===== src/rtl/irq_controller.sv =====
// rtl/irq_controller.sv - edge-detecting, maskable, priority interrupt controller with req/ack/return handshake
module irq_controller #(
    parameter int NSRC = 4,
    parameter int N    = 64
) (
    input  logic                     clk,
    input  logic                     reset,
    input  logic [NSRC-1:0]          irq_src,
    input  logic                     ExtlAck,
    input  logic                     ERet,
    input  logic                     cfg_we,
    input  logic [1:0]               cfg_addr,
    input  logic [N-1:0]             cfg_wdata,
    output logic [N-1:0]             cfg_rdata,
    output logic                     ExtIRQ,
    output logic [$clog2(NSRC)-1:0]  irq_id,
    output logic                     busy
);

    localparam int IDW = $clog2(NSRC);

    localparam logic [1:0] S_IDLE    = 2'd0;
    localparam logic [1:0] S_REQ     = 2'd1;
    localparam logic [1:0] S_SERVICE = 2'd2;

    logic [1:0]      r_state;
    logic [NSRC-1:0] r_src_q;
    logic [NSRC-1:0] r_pend;
    logic [NSRC-1:0] r_mask;
    logic            r_irq;
    logic            r_busy;
    logic [IDW-1:0]  r_id;
    logic [N-1:0]    r_rdata;

    logic [NSRC-1:0] w_rise;
    logic            w_wr_mask;
    logic            w_wr_pend;
    logic [NSRC-1:0] w_mask_nxt;
    logic [NSRC-1:0] w_pend_cfg;
    logic [NSRC-1:0] w_ack_clr;
    logic [NSRC-1:0] w_pend_nxt;
    logic [NSRC-1:0] w_req;
    logic [IDW-1:0]  w_win;
    logic            w_ack;
    logic            w_keep;
    logic [N-1:0]    w_rdata;

    assign w_rise     = irq_src & ~r_src_q;
    assign w_wr_mask  = cfg_we && (cfg_addr == 2'd0);
    assign w_wr_pend  = cfg_we && (cfg_addr == 2'd1);
    assign w_mask_nxt = w_wr_mask ? cfg_wdata[NSRC-1:0] : r_mask;
    assign w_pend_cfg = w_wr_pend ? (r_pend & ~cfg_wdata[NSRC-1:0]) : r_pend;
    assign w_ack      = (r_state == S_REQ) && ExtlAck;
    assign w_ack_clr  = w_ack ? (NSRC'(1) << r_id) : '0;
    // A rising edge in the same cycle as any clear keeps the bit set
    assign w_pend_nxt = (w_pend_cfg & ~w_ack_clr) | w_rise;
    assign w_req      = r_pend & r_mask;
    // The outstanding request survives only if its source stays enabled and pending after this edge
    assign w_keep     = w_mask_nxt[r_id] & w_pend_nxt[r_id];

    always_comb begin
        w_win = '0;
        for (int i = NSRC - 1; i >= 0; i--) begin
            if (w_req[i]) begin
                w_win = IDW'(i);
            end
        end
    end

    always_comb begin
        w_rdata = '0;
        case (cfg_addr)
            2'd0: w_rdata[NSRC-1:0] = r_mask;
            2'd1: w_rdata[NSRC-1:0] = r_pend;
            2'd2: begin
                w_rdata[IDW-1:0] = r_id;
                w_rdata[IDW]     = r_busy;
            end
            default: w_rdata[1:0] = r_state;
        endcase
    end

    always_ff @(posedge clk) begin
        if (!reset) begin
            r_src_q <= '0;
            r_pend  <= '0;
            r_mask  <= '0;
            r_rdata <= '0;
        end else begin
            r_src_q <= irq_src;
            r_pend  <= w_pend_nxt;
            r_mask  <= w_mask_nxt;
            r_rdata <= w_rdata;
        end
    end

    always_ff @(posedge clk) begin
        if (!reset) begin
            r_state <= S_IDLE;
            r_irq   <= 1'b0;
            r_busy  <= 1'b0;
            r_id    <= '0;
        end else begin
            case (r_state)
                S_IDLE: begin
                    if (w_req != '0) begin
                        r_state <= S_REQ;
                        r_irq   <= 1'b1;
                        r_id    <= w_win;
                    end
                end
                S_REQ: begin
                    if (w_ack) begin
                        r_state <= S_SERVICE;
                        r_irq   <= 1'b0;
                        r_busy  <= 1'b1;
                    end else if (!w_keep) begin
                        r_state <= S_IDLE;
                        r_irq   <= 1'b0;
                    end
                end
                S_SERVICE: begin
                    if (ERet) begin
                        r_state <= S_IDLE;
                        r_busy  <= 1'b0;
                    end
                end
                default: begin
                    r_state <= S_IDLE;
                    r_irq   <= 1'b0;
                    r_busy  <= 1'b0;
                end
            endcase
        end
    end

    assign cfg_rdata = r_rdata;
    assign ExtIRQ    = r_irq;
    assign irq_id    = r_id;
    assign busy      = r_busy;

endmodule


===== config.mk =====
export PLATFORM = sky130hd
export DESIGN_NAME = irq_controller
export DESIGN_NICKNAME = d
export VERILOG_FILES = /design/src/rtl/irq_controller.sv
export SDC_FILE = /design/constraint.sdc
export NUM_CORES = 1
export LEC_CHECK = 0
export ABC_AREA = 1
export CORE_AREA = 2 2 73 75
export CTS_BUF_LIST = sky130_fd_sc_hd__clkbuf_4
export DETAILED_ROUTE_END_ITERATION = 10
export DIE_AREA = 0 0 75 77
export PLACE_DENSITY = 0.81
export SLEW_MARGIN = 30
export SYNTH_ARGS = -nofsm -noshare
export SYNTH_HDL_FRONTEND = slang
export SYNTH_SLANG_ARGS = --single-unit

===== constraint.sdc =====
create_clock -name clk -period 1.7 [get_ports clk]
set_input_delay 0.34 -clock clk [delete_from_list [all_inputs] [get_ports clk]]
set_output_delay 0.34 -clock clk [all_outputs]
set_load 0.01 [all_outputs]

=== Word-level counts from Yosys, hierarchy flattened ===
Cells that the tools add are included.

* Magnitude comparators: 1
* Eq/ne operators: 8
* Shifts and indexed selects: 1
* Mux-type cells: 26
* Bitwise logic cells: 11
* Reduce and logical (&&, ||, !) cells: 10

{| class="wikitable"
|+ Operators by type and width
! kind !! number
|-
| 4-bit bitwise AND || 4
|-
| 2-bit 2-to-1 mux || 8
|-
| 4-bit 2-to-1 mux || 3
|-
| 4-bit NOT || 3
|-
| 2-bit case mux with 3 select lines || 2
|-
| 1-bit case mux with 3 select lines || 3
|-
| 3-bit AND reduction || 3
|-
| 1-bit 2-to-1 mux || 7
|-
| 2-bit inequality test, second input constant || 3
|-
| 1-bit binary-select mux with 2-bit select || 2
|-
| 2-bit by 1-bit == test with 1-bit output, second input constant || 2
|-
| 2-bit == test, second input constant || 2
|-
| 2-bit logical NOT || 2
|-
| 4-bit bitwise OR || 1
|-
| 4-bit nonzero test || 1
|-
| 1-bit by 2-bit << shifter with 4-bit output, first input constant || 1
|-
| 1-bit logical AND || 3
|-
| 2-bit by 3-bit < comparator with 1-bit output, second input constant || 1
|-
| 3-bit inequality test, second input constant || 1
|-
| 1-bit NOT || 2
|-
| 1-bit case mux with 2 select lines || 1
|-
| 2-bit AND reduction || 1
|-
| 1-bit bitwise AND || 1
|}

* Bits in registers: 82
* Input port bits: 75

=== Longest topological paths before layout ===
Gate-level depths: netlist of run 1.

* Depth in word-level cells: 12
* Gate-level depth with buffers: 12
* Depth with buffers taken out: 12

=== Least setup slack after synthesis of run 1 ===
Ideal clock, no wire load.

* Path kind: reg-to-reg
* Start: register r_id[1], in the netlist irq_id[1]
* End: register r_irq, in the netlist ExtIRQ
* Setup time: 0.131 ns
* Data arrival time: 1.164 ns
* Data required time: 1.569 ns
* Path slack: 0.405 ns
* Stages on the path, launching flop included: 12
* Period minus slack after synthesis: 1.295 ns
* Cell sequence: dfxtp_1 -> inv_1 -> nor2_1 -> nand3_1 -> nand3_1 -> nand3_1 -> nand2_1 -> inv_1 -> nand3_2 -> nand2_1 -> nand2_1 -> a21oi_2

* Word-level cells in the longest chain between the ends: 10

{| class="wikitable"
|+ RTL lines
! what !! RTL line !! source
|-
| start, declared || 32 || <nowiki>logic [IDW-1:0] r_id;</nowiki>
|-
| start signal, assigned || 109 || <nowiki>r_id <= w_win;</nowiki>
|-
| 1-bit by 2-bit << shifter with 4-bit output || 54 || <nowiki>assign w_ack_clr = w_ack ? (NSRC'(1) << r_id) : '0;</nowiki>
|-
| 4-bit 2-to-1 mux || 54 ||
|-
| 4-bit NOT || 56 || <nowiki>assign w_pend_nxt = (w_pend_cfg & ~w_ack_clr) | w_rise;</nowiki>
|-
| 4-bit bitwise AND || 56 ||
|-
| 4-bit bitwise OR || 56 ||
|-
| 1-bit binary-select mux with 2-bit select || 59 || <nowiki>assign w_keep = w_mask_nxt[r_id] & w_pend_nxt[r_id];</nowiki>
|-
| 1-bit 2-to-1 mux (implied by the code) || 59 ||
|-
| 1-bit bitwise AND * || 59 ||
|-
| 3-bit inequality test (no source line) * || - ||
|-
| 3-bit AND reduction (no source line) * || - ||
|-
| end signal, assigned || 100 || <nowiki>r_irq <= 1'b0;</nowiki>
|-
| end signal, assigned || 108 || <nowiki>r_irq <= 1'b1;</nowiki>
|-
| end signal, assigned || 115 || <nowiki>r_irq <= 1'b0;</nowiki>
|-
| end, declared || 30 || <nowiki>logic r_irq;</nowiki>
|}

Mark *: on every way between the ends. The rest lies on a longest branch, timed or not. The select of a mux whose other input is x is not followed.
A chain may end at the register's enable or synchronous reset.

=== Final worst setup path of run 1 ===
* Start: register r_busy, in the netlist busy
* End: output port busy

{| class="wikitable"
|+ RTL lines
! what !! RTL line !! source
|-
| start, declared || 31 || <nowiki>logic r_busy;</nowiki>
|-
| start signal, assigned || 101 || <nowiki>r_busy <= 1'b0;</nowiki>
|-
| start signal, assigned || 116 || <nowiki>r_busy <= 1'b1;</nowiki>
|-
| start signal, assigned || 125 || <nowiki>r_busy <= 1'b0;</nowiki>
|-
| end, declared || 17 || <nowiki>output logic busy</nowiki>
|}

No word-level cell between the ends.

==> run metrics, run 1 <==
Clock Path Buffers=2; drc violations=0; I/O Buffers=22; fill count=roughly 580; storage element area=442.9 sq um; Main synth FF type=dfxtp_1; Finished Cell Area=around 1800 sq um; root buf cell=clkbuf_4; total die area=5775 sq um; layout cells sized above 1=between 15 and 20%; Vias/cell=around 3.9; placer congestion estimate=0.9098; via count=1288; final setup fails=0; met3 Use GR=2.497%; crit path DAT=approximately 1.3 ns; CP Cell Sequence=clkdlybuf4s50_1; WP buf/inv=1; sw frac=a little over a quarter; post-synthesis cell type count=25; GRT Overall Usage=about a tenth; Rel. slew slack=about two thirds; TritonRoute pass-1 iters=4; Synth top area share=a little under 30%; Area contributors post-synth=buf_4, dfxtp_1, nand2_1, nand3_1, a21oi_1; min Tclk post-route=1.644 ns; H-Tree Depth=1; Lkg Pwr=~0.9 nW; P&R area growth vs syn=18.25%; Initial Util=30.44%; ys async rst share=0%; hold path cells=2; Final Util=between 30% and 40%; highest clock rate=608.1 MHz; Total Routed Length=3118 um; dpl hpwl=2573 um; Final ANT Viol Nets=0; Max stage delay cell, worst path=clkdlybuf4s50_1; initial drt markers=41; clock share of power=33.5%; final slew viol count=0; Yosys reg bits=22; largest net degree at the start of global routing=16; PwrDens=672.1 nW/um^2; R2R cell count=11; Critical Path Stages=1; met2 Track Usage GR=15.79%; cell count after synthesis=approximately 220; hold-fix buffers at CTS=0; Sink Count=22; Ports=approximately 140; worst-margin pin slew=0.4985 ns; Synth Warn #=0; Max-Cap Viols=0; Setup crit start kind=flip-flop; EDFF count, synth=0; Min-Delay Path Class=reg -> reg; antenna violations before repair=0; crit path capture type=output port; outcome=finished clean; Seq pwr share=46.2%; Nets=roughly 330; Peak supply drop=0.2806 mV; Max stage delay on crit path=about 0.57 ns; CORE AREA=4977 sq um; Comb power frac=20.4%; Yosys top cell by area=buf_4; P_sw=0.3305 mW; synthesized area per cell=7.015 sq um; global-route wire length before repair=between 4000 and 5000 um; Fin. Hold Viols=0; crit share post-route=96.73%; CP max FO=3; WS Path Type=reg -> out; Reg clk slew, reported paths=0.13 ns; # diodes=0; multi-input logic area=around 740 sq um; gr busiest metal=met2; Post-Syn Area=1515 sq um; unrepaired setup endpoints after global routing=no; post-DR wirelength/cell=9.506 um; P_int=0.8737 mW; post-synthesis sequential area ratio=29.07%; CTS tree=built; Worst Path Required=1.36 ns; vias in the first global route=1066; Site Rows=26; Die Ht=between 70 and 80 um; cell class contributing the biggest share of worst-path delay=buffers and inverters; Skew-Pair Late Insertion Delay=about 0.31 ns; DIE WIDTH=75 um; global route overflow=0; DP Area=1724 sq um; GR Layer Usage met1=15.03%; CTS buffer count=3; Layout Skew=between 0.003 and 0.004 ns
-- per-stage QoR --
stage	setup TNS, ns	hold WS [ns]	setup WS [ns]	instances	power (mW)
finish	0	0.4760	0.05557	328	1.204
global route	0	0.5144	0.03544	328	1.259
CTS	0	0.4820	0.05770	327	1.209
detailed placement	-0.4217	0.4632	-0.2581	323	0.8074
global placement	-0.3672	0.4577	-0.2258	323	0.8048
floorplan	0	0.4335	0.4049	275	0.8038
-- registers in the layout (all words and copies together), names as in the netlist --
signal / flops
ExtIRQ: 1
busy: 1
cfg_rdata: 4
irq_id: 2
r_mask: 4
r_pend: 4
r_src_q: 4
r_state: 2
-- placed cells by master (no fill, tap or decap) --
master           Yosys  final
a221oi_1             1      1
o21ai_1              1      1
nand3_1             21     21
nor2_4               1      1
inv_2                4      4
nor2_2               2      2
a21oi_1             15     15
nand4_1              3      3
dlymetal6s2s_1       0      2
a211oi_1             1      1
dfxtp_2              0      2
nand2_2              1      1
inv_1               20     20
clkdlybuf4s50_1      0     20
bufinv_16            0      1
clkbuf_4             0      3
o21ai_2              1      1
conb_1               1     60
nand2_1             37     37
nor2_1              10     10
nand2_4              1      1
buf_4               60     20
a21oi_2              1      1
nand3b_1             1      1
o21ai_0              7      7
dfxtp_1             22     20
nand3_2              2      2
-- repair_timing --
action	4_1_cts	5_1_grt
gates cloned	0	0
endpoints found under the setup margin	2	1
resized for setup	2	2
setup buffers	0	1
pin swaps	0	1
-- synth_stat cells, types with 2 or more instances --
| master | number |
|---|---|
| nor2_2 | 2 |
| inv_2 | 4 |
| dfxtp_1 | 22 |
| nand3_2 | 2 |
| nand4_1 | 3 |
| nand2_1 | 37 |
| nand3_1 | 21 |
| o21ai_0 | 7 |
| nor2_1 | 10 |
| buf_4 | 60 |
| a21oi_1 | 15 |
| inv_1 | 20 |
-- metal layers --
layer | up-vias | routed length (um)
li1 | 652 | -
met1 | 567 | 1413
met2 | 67 | 1399
met3 | 2 | 288
met4 | 0 | 17
met5 | - | 0
-- tightest hold or removal path, cell delays in order (launching register included) --
cell and delay (ns):
dfxtp_1 0.33, nand2_1 0.07, a21oi_2 0.04
-- logic make-up (layout without fill, tap and decap cells) --
kind of cell	Yosys count	count (layout)	share of synthesized area, %
and+or+nand+nor	79	79	24.36
other	1	60	0.2475
AOI/OAI and AO/OA	27	27	9.826
DFF	22	22	29.07
buffers and inverters	87	70	36.50
-- final cells by class --
cell class / count / area share (%)
Multi-Input combinational cell: 166 / 41.48
Sequential cell: 22 / 24.72
Timing Repair Buffer: 42 / 20.95
Inverter: 24 / 5.028
Tap cell: 70 / 4.888
Clock inverter: 1 / 1.676
Clock buffer: 3 / 1.257
-- path summary, 6_finish.rpt --
path | from | end | slack, ns
min | ExtIRQ$_SDFFE_PN0P_ | ExtIRQ$_SDFFE_PN0P_ | 0.48
min reg2reg | ExtIRQ$_SDFFE_PN0P_ | ExtIRQ$_SDFFE_PN0P_ | 0.48
max reg2reg | irq_id[0]$_SDFFE_PN0P_ | ExtIRQ$_SDFFE_PN0P_ | 0.29
max | busy$_SDFFE_PN0P_ | busy | 0.06
-- power by group through the flow --
stage	Clock (mW)	Sequential [mW]	Combinational [mW]
2_1_floorplan	0	0.565	0.238
3_3_place_gp	0	0.566	0.238
3_5_place_dp	0	0.567	0.241
4_1_cts	0.412	0.555	0.242
5_1_grt	0.426	0.559	0.274
6_report	0.403	0.556	0.245
(Power assumes the default switching activity.)
==> inputs of run 2 (changes only) <==
--- a/config.mk
+++ b/config.mk
@@ -15,3 +15,4 @@
 export SYNTH_ARGS = -nofsm -noshare
 export SYNTH_HDL_FRONTEND = slang
 export SYNTH_SLANG_ARGS = --single-unit
+export TNS_END_PERCENT = 20
==> results of run 2 <==
No change in the layout: final DEF, timing and power equal those of run 1.
==> inputs of run 3 (changes only) <==
--- a/config.mk
+++ b/config.mk
@@ -11,6 +11,7 @@
 export DETAILED_ROUTE_END_ITERATION = 10
 export DIE_AREA = 0 0 75 77
 export PLACE_DENSITY = 0.81
+export REMOVE_ABC_BUFFERS = 1
 export SLEW_MARGIN = 30
 export SYNTH_ARGS = -nofsm -noshare
 export SYNTH_HDL_FRONTEND = slang
==> run 3 against run 2 <==
Net effect:
- wire length down 1.6%
- fmax up 1.6%
- sequential share of layout area up 1.0 points
- clock skew down 0.0020 ns
- final area down 4.1%
- hold slack about the same
- sequential power about the same
==> run metrics, run 3 (synthesized netlist as in run 1, its figures left out) <==
outcome=finished clean (unchanged); Site Rows=26 (unchanged); CORE AREA=4977 sq um (unchanged); Sink Count=22 (unchanged); Fin. Hold Viols=0 (unchanged); total die area=5775 sq um (unchanged); Setup crit start kind=flip-flop (unchanged); Layout Skew=0.001970 ns (was 0.003979 ns); highest clock rate=617.9 MHz (was 608.1 MHz); initial drt markers=108 (was 41); Non-Filler Instances=322 (was 328); # diodes=0 (unchanged); WS Path Type=reg -> out (unchanged); Min-Delay Path Class=reg -> reg (unchanged); Clock Path Buffers=2 (unchanged); Max stage delay on crit path=0.56 ns (was 0.57 ns); Final Util=34.54% (was 36.00%); Post-CTS Setup Bufs=0 (unchanged); root buf cell=clkbuf_4 (unchanged); Peak supply drop=0.2076 mV (was 0.2806 mV); DP Area=1694 sq um (was 1724 sq um); unrepaired setup endpoints after global routing=no (unchanged); WP buf/inv=1 (unchanged); I/O Buffers=22 (unchanged); via count=1284 (was 1288); H-Tree Depth=1 (unchanged); global-route wire length before repair=4754 um (was 4747 um); Vias/cell=3.988 (was 3.927); Place WS=-0.2160 ns (was -0.2581 ns); vias in the first global route=1124 (was 1066); most frequent cells in the layout=conb_1, nand2_1, clkdlybuf4s50_1, nand3_1 (was conb_1, nand2_1, nand3_1); Reg clk slew, reported paths=0.11 ns (was 0.13 ns); CTS tree=built (unchanged); crit path capture type=output port (unchanged); CP Cell Sequence=clkdlybuf4s50_1 (unchanged); CP max FO=6 (was 3); Finished Cell Area=1719 sq um (was 1792 sq um); CTS buffer count=3 (unchanged); Initial Util=30.44% (unchanged); final setup fails=0 (unchanged); global route overflow=0 (unchanged); cell class contributing the biggest share of worst-path delay=buffers and inverters (unchanged); antenna violations before repair=0 (unchanged); Lkg Pwr=0.8270 nW (was 0.8830 nW); Max stage delay cell, worst path=clkdlybuf4s50_1 (unchanged); Worst Path Required=1.36 ns (about the same); PwrDens=600.7 nW/um^2 (was 672.1 nW/um^2); final slew viol count=0 (unchanged); Placed Instances=319 (was 323); Final WS setup=0.08156 ns (was 0.05557 ns); min Tclk post-route=1.618 ns (was 1.644 ns); Max-Cap Viols=0 (unchanged); DIE WIDTH=75 um (unchanged); Ports=143 (unchanged); layout cells sized above 1=13.10% (was 15.12%); Die Ht=77 um (unchanged); crit share post-route=95.20% (was 96.73%); P&R area growth vs syn=13.46% (was 18.25%); post-DR wirelength/cell=9.531 um (was 9.506 um); Final ANT Viol Nets=0 (unchanged); Final TNS setup=0 ns (unchanged); Skew-Pair Late Insertion Delay=0.31 ns (about the same); most common cell after layout, fill and taps aside=conb_1 (unchanged); dpl hpwl=2420 um (was 2573 um); GRT Overall Usage=10.40% (was 10.63%); Nets=329 (was 334); placer congestion estimate=0.8815 (was 0.9098); largest net degree at the start of global routing=16 (unchanged); drc violations=0 (unchanged); Total Routed Length=3069 um (was 3118 um); crit path DAT=1.28 ns (was 1.30 ns); TritonRoute pass-1 iters=4 (unchanged)
run 3: final cells by class:
| type | instances | area [sq um] |
|---|---|---|
| multi-input combinational | 166 | 743.2 |
| sequential | 22 | 442.9 |
| fill | 537 | 3258 |
| inverter | 24 | 90.09 |
| tap | 70 | 87.58 |
| timing repair buffer | 37 | 332.8 |
| clock buffer | 3 | 22.52 |
run 3: worst paths after layout:
path	startpoint	to	slack, ns	cells past startpoint
max	irq_id[1]$_SDFFE_PN0P_	irq_id[1]	0.08	1
min	ExtIRQ$_SDFFE_PN0P_	ExtIRQ$_SDFFE_PN0P_	0.48	2
max reg2reg	irq_id[1]$_SDFFE_PN0P_	ExtIRQ$_SDFFE_PN0P_	0.26	11
min reg2reg	ExtIRQ$_SDFFE_PN0P_	ExtIRQ$_SDFFE_PN0P_	0.48	2
run 3: what timing repair did:
action / in CTS / in global routing
gates resized for setup: 2 / 0
setup endpoints to repair: 2 / 0
hold buffers: 0 / 0
run 3: where the power goes:
| part | leakage, nW | internal, mW | switching, mW |
|---|---|---|---|
| Combinational | 0.632 | 0.0912 | 0.149 |
| Sequential | 0.181 | 0.539 | 0.0167 |
| Clock | 0.0138 | 0.0829 | 0.154 |
| Total | 0.827 | 0.713 | 0.320 |
run 3: through the flow:
step	power (mW)	hold WS, ns
floorplan	0.6949	0.4335
global placement	0.7972	0.4596
detailed placement	0.8018	0.4664
CTS	1.040	0.4827
global route	1.093	0.5277
finish	1.033	0.4757
run 3: routing by layer:
layer / part of all wire, % / up-vias / routed length (um) / global-route usage, %
met5: 0 / - / 0 / 0
met4: 2.4 / 0 / 75 / 4.643
met3: 13 / 15 / 397 / 3.154
met2: 47 / 89 / 1430 / 16.40
met1: 38 / 544 / 1165 / 12.76
li1: - / 636 / - / -
